File: config.mk
export PLATFORM = sky130hd
export DESIGN_NAME = mem_ctrl
export DESIGN_NICKNAME = d
export VERILOG_FILES = /design/src/rtl/mem_ctrl.sv
export SDC_FILE = /design/constraint.sdc
export NUM_CORES = 1
export LEC_CHECK = 0
export CORE_MARGIN = 2
export CORE_UTILIZATION = 58
export CTS_BUF_LIST = sky130_fd_sc_hd__clkbuf_16
export CTS_CLUSTER_DIAMETER = 60
export CTS_CLUSTER_SIZE = 30
export DETAILED_ROUTE_END_ITERATION = 8
export DONT_BUFFER_PORTS = 1
export PLACE_DENSITY = 0.83
export SLEW_MARGIN = 20
export SYNTH_ARGS = -nofsm -noshare
export SYNTH_HDL_FRONTEND = slang
export SYNTH_SLANG_ARGS = --single-unit
File: constraint.sdc
create_clock -name clk_in -period 4.6 [get_ports clk_in]
set_input_delay 0.92 -clock clk_in [delete_from_list [all_inputs] [get_ports clk_in]]
set_output_delay 0.92 -clock clk_in [all_outputs]
set_load 0.03 [all_outputs]
File: src/rtl/mem_ctrl.sv
// Byte-serial memory controller arbitrating an instruction-fetch port and a load/store
// port onto a single 8-bit synchronous RAM; reads assemble little-endian into rdata.
module mem_ctrl #(
    parameter int MAX_LEN = 4
) (
    input  logic        clk_in,
    input  logic        rst_in,
    input  logic        rdy_in,
    input  logic        if_re,
    input  logic [31:0] if_addr,
    input  logic [2:0]  if_len,
    output logic        if_done,
    input  logic        ls_re,
    input  logic        ls_we,
    input  logic [31:0] ls_addr,
    input  logic [2:0]  ls_len,
    input  logic [31:0] ls_wdata,
    output logic        ls_done,
    output logic [31:0] rdata,
    output logic        busy,
    input  logic [7:0]  mem_din,
    output logic [7:0]  mem_dout,
    output logic [31:0] mem_a,
    output logic        mem_wr,
    output logic [1:0]  dbg_state
);

    typedef enum logic [1:0] {
        S_IDLE  = 2'd0,
        S_READ  = 2'd1,
        S_WRITE = 2'd2,
        S_DONE  = 2'd3
    } state_t;

    state_t      state_q, state_d;
    logic [2:0]  k_q, k_d;
    logic        iss_q, iss_d;
    logic [31:0] a_q, a_d;
    logic [2:0]  n_q, n_d;
    logic [31:0] wd_q, wd_d;
    logic        port_q, port_d;
    logic [31:0] rdata_q, rdata_d;

    assign rdata     = rdata_q;
    assign dbg_state = state_q;

    function automatic logic [2:0] eff_len(input logic [2:0] len);
        if (len == 3'd0 || int'(len) > MAX_LEN) return 3'(MAX_LEN);
        return len;
    endfunction

    // Handshake: a requester raises its level request only while busy=0 and holds it
    // until its one-cycle done pulse; the request is taken at the end of an IDLE or DONE
    // cycle with rdy_in=1, and dropping it afterwards does not cancel the transfer.
    always_comb begin
        state_d  = state_q;
        k_d      = k_q;
        iss_d    = iss_q;
        a_d      = a_q;
        n_d      = n_q;
        wd_d     = wd_q;
        port_d   = port_q;
        rdata_d  = rdata_q;
        mem_a    = '0;
        mem_wr   = 1'b0;
        mem_dout = '0;
        busy     = 1'b0;
        if_done  = 1'b0;
        ls_done  = 1'b0;

        case (state_q)
            S_IDLE, S_DONE: begin
                if (state_q == S_DONE) begin
                    if_done = ~port_q;
                    ls_done = port_q;
                end
                state_d = S_IDLE;
                if (rdy_in && (ls_we || ls_re || if_re)) begin
                    k_d   = 3'd0;
                    iss_d = 1'b0;
                    wd_d  = ls_wdata;
                    if (ls_we || ls_re) begin
                        port_d  = 1'b1;
                        a_d     = ls_addr;
                        n_d     = eff_len(ls_len);
                        state_d = ls_we ? S_WRITE : S_READ;
                    end else begin
                        port_d  = 1'b0;
                        a_d     = if_addr;
                        n_d     = eff_len(if_len);
                        state_d = S_READ;
                    end
                end
            end

            S_READ: begin
                busy = 1'b1;
                // iss_q marks that mem_din this cycle carries byte k_q.
                if (!rdy_in) begin
                    mem_a = a_q + 32'(k_q);
                end else begin
                    mem_a = a_q + 32'(k_q) + 32'(iss_q);
                    iss_d = 1'b1;
                    if (iss_q) begin
                        if (k_q == 3'd0) begin
                            rdata_d = {24'd0, mem_din};
                        end else if (k_q < 3'd4) begin
                            rdata_d[{k_q[1:0], 3'b000} +: 8] = mem_din;
                        end
                        k_d = k_q + 3'd1;
                        if (k_q + 3'd1 == n_q) state_d = S_DONE;
                    end
                end
            end

            S_WRITE: begin
                busy  = 1'b1;
                mem_a = a_q + 32'(k_q);
                if (k_q < 3'd4) mem_dout = wd_q[{k_q[1:0], 3'b000} +: 8];
                if (rdy_in) begin
                    mem_wr = 1'b1;
                    k_d    = k_q + 3'd1;
                    if (k_q + 3'd1 == n_q) state_d = S_DONE;
                end
            end

            default: state_d = S_IDLE;
        endcase
    end

    always_ff @(posedge clk_in) begin
        if (!rst_in) begin
            state_q <= S_IDLE;
            k_q     <= 3'd0;
            iss_q   <= 1'b0;
            a_q     <= '0;
            n_q     <= 3'd0;
            wd_q    <= '0;
            port_q  <= 1'b0;
            rdata_q <= '0;
        end else begin
            state_q <= state_d;
            k_q     <= k_d;
            iss_q   <= iss_d;
            a_q     <= a_d;
            n_q     <= n_d;
            wd_q    <= wd_d;
            port_q  <= port_d;
            rdata_q <= rdata_d;
        end
    end

endmodule

Yosys cells after proc, flatten, opt, wreduce, memory -nomap -nowiden --
Cells that the tools add are included.
Word-level totals: bits in registers 106, input port bits 116, output and inout bits 78
Operators by class: add/sub/neg operators 4, magnitude comparators 3, eq/ne operators 8, shift-type cells 3, multiplexer cells 45, bitwise gates (word level) 1, reduce and logical (&&, ||, !) cells 18
Operators with widths (number):
- $mux 32 | 4
- $pmux 32 s2 | 1
- $add 32x1->32 | 1
- $add 32x3->32 | 1
- $bwmux 32 | 1
- $shift 8x7->32 const A | 1
- $shiftx 32x6->8 | 1
- $shiftx 8x7->32 | 1
- $mux 3 | 9
- $mux 1 | 18
- $mux 8 | 2
- $mux 2 | 7
- $logic_not 3->1 | 3
- $pmux 3 s3 | 1
- $ne 2x2->1 const B | 4
- $reduce_and 4->1 | 2
- $neg 5->7 | 1
- $gt 3x3->1 const B | 2
- $pmux 2 s3 | 1
- $reduce_and 3->1 | 2
- $eq 2x2->1 const B | 2
- $logic_or 1x1->1 | 4
- $reduce_bool 2->1 | 2
- $reduce_or 2->1 | 2
- 9 further kinds | 9

Longest topological paths before layout --
Gate-level depths: netlist (run 1).
depth after elaboration 8, mapped depth 13

Worst setup path before layout (run 1) --
OpenSTA, ideal clock, no wires.
path kind reg2out, start register k_q[1], end output port mem_a[28], data arrival time 4.097 ns, required time 3.680 ns, path slack -0.417 ns, cell stages (with the launch flop) 14, cells stage by stage dfxtp_1 clkbuf_1 inv_1 fa_1 nor2b_1 clkbuf_1 o2111ai_1 xor2_1 or4_4 or4_1 buf_2 nor2_1 a21oi_1 o32ai_1
On the way: word-level cells in the longest chain between the ends 4
Ends and longest elaborated chain:
- start, declared | line 36 | logic [2:0] k_q, k_d;
- start signal, assigned | line 143 | k_q <= k_d;
- $add 32x3->32 * | line 100, 102, 118
- $add 32x1->32 | line 102 | mem_a = a_q + 32'(k_q) + 32'(iss_q);
- $mux 32 | line 99 | if (!rdy_in) begin
- $pmux 32 s2 * | line 71 | case (state_q)
- end, declared | line 23 | output logic [31:0] mem_a,
Mark *: on every way between the ends. The rest lies on a longest branch, timed or not.

Worst setup path after layout (run 1) --
start register a_q[0], end output port mem_a[18]
On the way: word-level cells in the longest chain between the ends 4
Ends and longest elaborated chain:
- start, declared | line 38 | logic [31:0] a_q, a_d;
- start signal, assigned | line 136 | a_q <= '0;
- start signal, assigned | line 145 | a_q <= a_d;
- $add 32x3->32 * | line 100, 102, 118
- $add 32x1->32 | line 102
- $mux 32 | line 99
- $pmux 32 s2 * | line 71
Marks and branches as above.

==> results.toml, run 1 <==
[floorplan]
dieArea_um2 = 12270
row_count = 38
die_h_um = 110.8
start_util_pct = 60.18
ios = 194
dieWidth_um = 110.8
coreArea_um2 = 10980

[clocking]
clk_transition_reported_paths_ps = 80
root_buffer = "clkbuf_16"
cts_tree = "built"
htreeDepth = 3
cts_sinks = 106
clockBufferDepth = 2
clk_latency_ps = 360
cts_inserted_buffers = 9
ctsHoldBuffers = 0

[yosys]
yosysSeqAreaShare_pct = 32.10
async_reset_ff_share_pct = 0
synth.distinct_cells = 63
synth.yosys.warnings = 0
synthFlopType = "dfxtp_1"
synth_edf_count = 0
synth.largest_area_cell = "dfxtp_1"
synthesis.area_um2 = 6610
syn_area_per_cell_um2 = 7.469
ys_top_cells_by_area = "dfxtp_1, nand2_1, a21oi_1"
synth_xor_area_share_pct = 7.288
yosys.area_share.simple_pct = 30.06
synth.area.mux_share_pct = 3.048
synth_top_family_by_area = "simple AND/OR/NAND/NOR gates"
netlist_instances = 885
synthAdderAreaFrac_pct = 3.331
synth_top_area_share_pct = 32.10
synth_compound_area_share_pct = 19.17
synth_fp_nets = 1018
synth-seq-cells = 106

[hold_path]
holdPathEnd = "wd_q[21]"
min-delay-start = "wd_q[21]"
hp-class = "reg2reg"
hold_path_depth = 2

[critical_path]
cp.arrival_ps = 3660
crit_path_start_kind = "flop"
cp_common_cell = "or4_4"
max_stage_delay_ps = 580
path_cells = "ha_4 > inv_2 > fa_2 > nor2b_4 > o2111ai_2 > xor2_2 > or4_4 > or4_4 > nor3b_1 > xor2_1 > o22ai_2 > buf_4"
setup.worst_path.end_class = "primary output"
startpoint = "a_q[0]"
critPathRequiredTime_ps = 3680
timing.critical_path.slowest_stage_cell = "or4_4"
path_buf_inv = 2
r2r_end = "a_q[31]"
cp_top_family = "simple AND/OR/NAND/NOR gates"
r2r-start = "dbg_state[0]"
reg2reg_depth = 7
rrSetupSlack_ps = 1720
cp_max_fo = 6
worstSetupPathType = "reg2out"

[power]
p_comb_share_pct = 39.6
switching_share_pct = 40.89
p_leak_nw = 2.662
clkPwrFrac_pct = 22.7
power_w = 0.003506
p_int_w = 0.002072
worst_ir_drop_vdd_uv = 382.0
power_density_nw_per_um2 = 462.9
switchingPower_w = 0.001434
pwr-share-seq_pct = 37.7

[sta]
fmax_mhz = 218.2
hold_viol = 0
setup_viol = 0
maxSlewViolCount = 0
skew_ps = 9.850
fin_crit_ps = 4584
period_share_pct = 99.64
rsz0062_at_grt = "true"
relSlewSlack_pct = 42.02
setup_tns_ps = 0
worstMarginPinSlew_ps = 868.4

[drt]
drcViolationCount = 0
drt_pass1_iterations = 7
detail_route.wl_per_cell_um = 17.90
vias_per_cell = 6.234
detail-route-antenna-nets = 0
vias = 6433
drt_wl_total_mm = 18.47
drt_iter0_drc = 458

[final_layout]
diodes = 0
fillers = 940
area_delta_synth_final_pct = 14.57
finalNetCount = 1020
fin_area_um2 = 7574
drive_gt1_share_pct = 15.25
multi_input_area_um2 = 4403
seqCellArea_um2 = 2125

[place]
io_buffer_count = 0
placed_cell_area_um2 = 7057
place_congestion = 0.9482
place_hpwl_mm = 13.14

[global_route]
grt_pass1_vias = 5961
grtUsageTotal_pct = 29.02
grt-ovfl-total = 0
antenna_found_initial = 0
grt_max_degree = 57
grt_pass1_wl_mm = 29.53

[status]
status = "finished, final reports clean"

[job]
cap_violations = 0
[power by group through the flow]
stage | logic [W] | clock network, W | registers (W)
after detailed placement | 0.00133 | 0 | 0.00133
final | 0.00139 | 0.000798 | 0.00132
after global placement | 0.00130 | 0 | 0.00132
after global routing | 0.00153 | 0.000848 | 0.00135
after floorplan | 0.00109 | 0 | 0.00122
after CTS | 0.00135 | 0.000807 | 0.00131
[Yosys cell counts, drive strengths merged, types with 3 or more instances]
cell type,instances
a211oi,4
a21o,3
a21oi,80
a22oi,9
a311oi,35
a31o,3
and2,10
and3,9
and4,9
buf,10
clkbuf,56
dfxtp,106
ha,16
inv,18
mux4,8
nand2,197
nand2b,7
nand3,47
nand4,7
nor2,62
nor2b,25
nor3,22
nor3b,4
nor4,5
o2111ai,4
o211ai,3
o21a,6
o21ai,16
o22ai,8
o31ai,4
or2,6
or3,4
or4,4
xnor2,37
xor2,18
[routing by layer]
| metal | GRT usage [%] | routed length [um] | up-vias |
|---|---|---|---|
| li1 | - | - | 3110 |
| met1 | 38.40 | 7907 | 2969 |
| met2 | 46.22 | 8441 | 320 |
| met3 | 8.912 | 1798 | 34 |
| met4 | 7.667 | 323 | 0 |
| met5 | 0 | 0 | - |
[layout make-up]
type | count | area share (%)
inverters | 19 | 0.9417
repair buffers | 57 | 6.575
well taps | 140 | 2.313
flip-flops and latches | 106 | 28.05
multi-input cells | 694 | 58.14
clock inverters | 7 | 1.008
clock buffers | 9 | 2.974
[cells by family after synthesis]
| kind of cell | after synthesis |
|---|---|
| compound gates | 190 |
| mux | 10 |
| flops | 106 |
| buf+inv | 85 |
| fa+ha+maj | 17 |
| simple gates | 422 |
| xor+xnor | 55 |
[cell usage in the layout, fill, tap and decap left out, types with 14 or more instances in the layout]
cell and count:
inv_1 17, nor2_1 60, nand3_1 47, xnor2_1 34, dfxtp_1 104, nor2b_1 24
nor3_1 17, a21oi_1 79, xor2_1 17, buf_4 50, nand2_1 197, ha_1 14
a311oi_1 35
[worst min-delay path: stages (launching register included)]
cell and delay (ps):
dfxtp_1 310, nand2_1 50, a21oi_1 50
[metrics by stage]
stage | utilization, % | hold WS (ps) | instances | worst slack [ps]
floorplan | - | 433.1 | 885 | 13.51
global placement | 64.25 | 439.3 | 1009 | 253.8
detailed placement | 64.25 | 443.3 | 1009 | 116.5
CTS | 67.66 | 453.3 | 1027 | -21.38
global route | 68.96 | 474.7 | 1032 | -162.0
finish | 68.96 | 453.5 | 1032 | 16.49
[flip-flops by register name, summed over array words and instances (netlist names)]
signal	cells
wd_q	32
a_q	32
rdata	32
iss_q	1
port_q	1
dbg_state	2
n_q	3
k_q	3
[worst max path at each step]
stage / endpoint / depth (start not counted) / slack (ps)
CTS: mem_a[27] / 12 / -20
detailed placement: mem_a[27] / 13 / 120
floorplan: mem_a[26] / 13 / 10
global route: mem_a[18] / 11 / -160
finish: mem_a[18] / 12 / 20
global placement: mem_a[26] / 12 / 250
[repair_timing]
action,4_1_cts,5_1_grt
gates resized for setup,14,22
setup endpoints to repair,13,13
pin swaps,7,12
setup buffers,2,5
Note: power is estimated with default switching activity, not from simulation.
==> run 2, diff against run 1 <==
--- a/config.mk
+++ b/config.mk
@@ -13,7 +13,9 @@
 export DETAILED_ROUTE_END_ITERATION = 8
 export DONT_BUFFER_PORTS = 1
 export PLACE_DENSITY = 0.83
+export SKIP_LAST_GASP = 1
 export SLEW_MARGIN = 20
 export SYNTH_ARGS = -nofsm -noshare
 export SYNTH_HDL_FRONTEND = slang
 export SYNTH_SLANG_ARGS = --single-unit
+export TNS_END_PERCENT = 1
==> results.toml, run 2 (synthesis results as in run 1) <==
[floorplan]
ios = 194
dieArea_um2 = 12270
start_util_pct = 60.18
dieWidth_um = 110.8
row_count = 38
die_h_um = 110.8
coreArea_um2 = 10980

[sta]
maxSlewViolCount = 0
timing.final.ws_setup_ps = 46.19
skew_ps = 8.581
hold_viol = 0
rsz0062_at_grt = "true"
fin_crit_ps = 4554
relSlewSlack_pct = 42.70
setup_tns_ps = 0
worstMarginPinSlew_ps = 858.5
setup_viol = 0
fmax_mhz = 219.6
period_share_pct = 99.00

[final_layout]
layout_common_cells = "nand2_1, dfxtp_1, a21oi_1"
drive_gt1_share_pct = 13.98
diodes = 0
fillers = 922
final_common_cell = "nand2_1"
area_delta_synth_final_pct = 12.93
finalNetCount = 1015

[power]
power_density_nw_per_um2 = 468.0
p_leak_nw = 2.596
worst_ir_drop_vdd_uv = 407.4

[clocking]
cts_inserted_buffers = 9
root_buffer = "clkbuf_16"
clk_transition_reported_paths_ps = 80
htreeDepth = 3
clockBufferDepth = 2
cts_sinks = 106
cts_tree = "built"
clk_latency_ps = 360
ctsHoldBuffers = 0

[global_route]
grt_pass1_wl_mm = 29.06
grt_pass1_vias = 5845
antenna_found_initial = 0
grtUsageTotal_pct = 28.61
grt-ovfl-total = 0
grt_max_degree = 83

[drt]
detail_route.wl_per_cell_um = 17.84
drt_iter0_drc = 538
drt_pass1_iterations = 5
drcViolationCount = 0
drt_wl_total_mm = 18.33
detail-route-antenna-nets = 0
vias = 6318
vias_per_cell = 6.152

[critical_path]
critPathRequiredTime_ps = 3680
setup.worst_path.end_class = "primary output"
crit_path_start_kind = "flop"
cp_max_fo = 8
worstSetupPathType = "reg2out"
cp.arrival_ps = 3630

[place]
place_congestion = 0.9838
place_hpwl_mm = 12.91
pre_cts_slack_ps = 178.4
io_buffer_count = 0

[hold_path]
hp-class = "reg2reg"

[job]
cap_violations = 0

[status]
status = "finished, final reports clean"
==> run 2: cell types whose count changed in the layout (fill, tap and decap cells not counted), moves of 2 or more <==
cell / previous run / this run
buf_4: 50 / 47
o22ai_1: 4 / 7
o22ai_2: 4 / 1
a21o_2: 2 / 0
buf_12: 5 / 3
clkinv_8: 0 / 2
dfxtp_1: 104 / 102
inv_2: 3 / 1
nor3_4: 4 / 2
==> run 2: metal layers <==
| metal | up-vias | track usage [%] | routed length (um) |
|---|---|---|---|
| met5 | - | 0 | 0 |
| li1 | 3095 | - | - |
| met4 | 0 | 5.833 | 290 |
| met3 | 31 | 8.967 | 1695 |
| met2 | 258 | 46.99 | 8593 |
| met1 | 2934 | 37.25 | 7744 |
==> run 2: worst paths after layout <==
kind	depth (start not counted)	slack, ps	end	start
worst min register to register	2	450	wd_q[10]	wd_q[10]
worst max register to register	7	1830	rdata[15]	dbg_state[0]
worst min-delay path	2	450	wd_q[10]	wd_q[10]
worst max-delay path	13	50	mem_a[31]	k_q[0]
==> run 2: critical path: stages, from the launching register on <==
cell and delay (ps):
dfxtp_2 360, ha_4 150, inv_1 50, fa_2 370, nor2b_2 150, buf_4 160, o211ai_1 150, xnor2_1 280
nand3_1 180, or3_4 440, nor3_1 340, a31oi_1 160, o32ai_2 270, buf_4 200
==> run 2: power breakdown <==
group	leakage [nW]	total (W)	switching, W	internal (W)
clock network	0.157	0.000820	0.000382	0.000438
registers	0.868	0.00132	0.000227	0.00109
logic	1.57	0.00135	0.000823	0.000532
==> run 2: layout make-up <==
cell class / count / area (um2) / area share [%]
tap: 140 / 175.2 / 2.347
clock inverter: 7 / 97.59 / 1.307
sequential: 106 / 2130 / 28.53
multi-input combinational: 694 / 4329 / 58.00
inverter: 19 / 72.57 / 0.9722
clock buffer: 9 / 225.2 / 3.017
timing repair buffer: 52 / 435.4 / 5.833
==> run 2: timing repair <==
item / CTS / global route
resized for setup: 16 / 14
setup buffers: 3 / 2
endpoints found under the hold margin: 0 / 0
endpoints found under the setup margin: 12 / 13
pin swaps: 6 / 8
==> run 2: through the flow <==
step	hold WS, ps	utilization, %	area (um2)	power (W)	cells
4_1_cts	457.3	67.20	7381	0.003465	1025
2_1_floorplan	433.1	-	6650	0.002293	885
3_5_place_dp	446.7	63.44	6968	0.002627	1006
6_report	452.9	67.97	7465	0.003493	1027
5_1_grt	477.7	67.97	7465	0.003708	1027
3_3_place_gp	442.3	63.44	6968	0.002594	1006
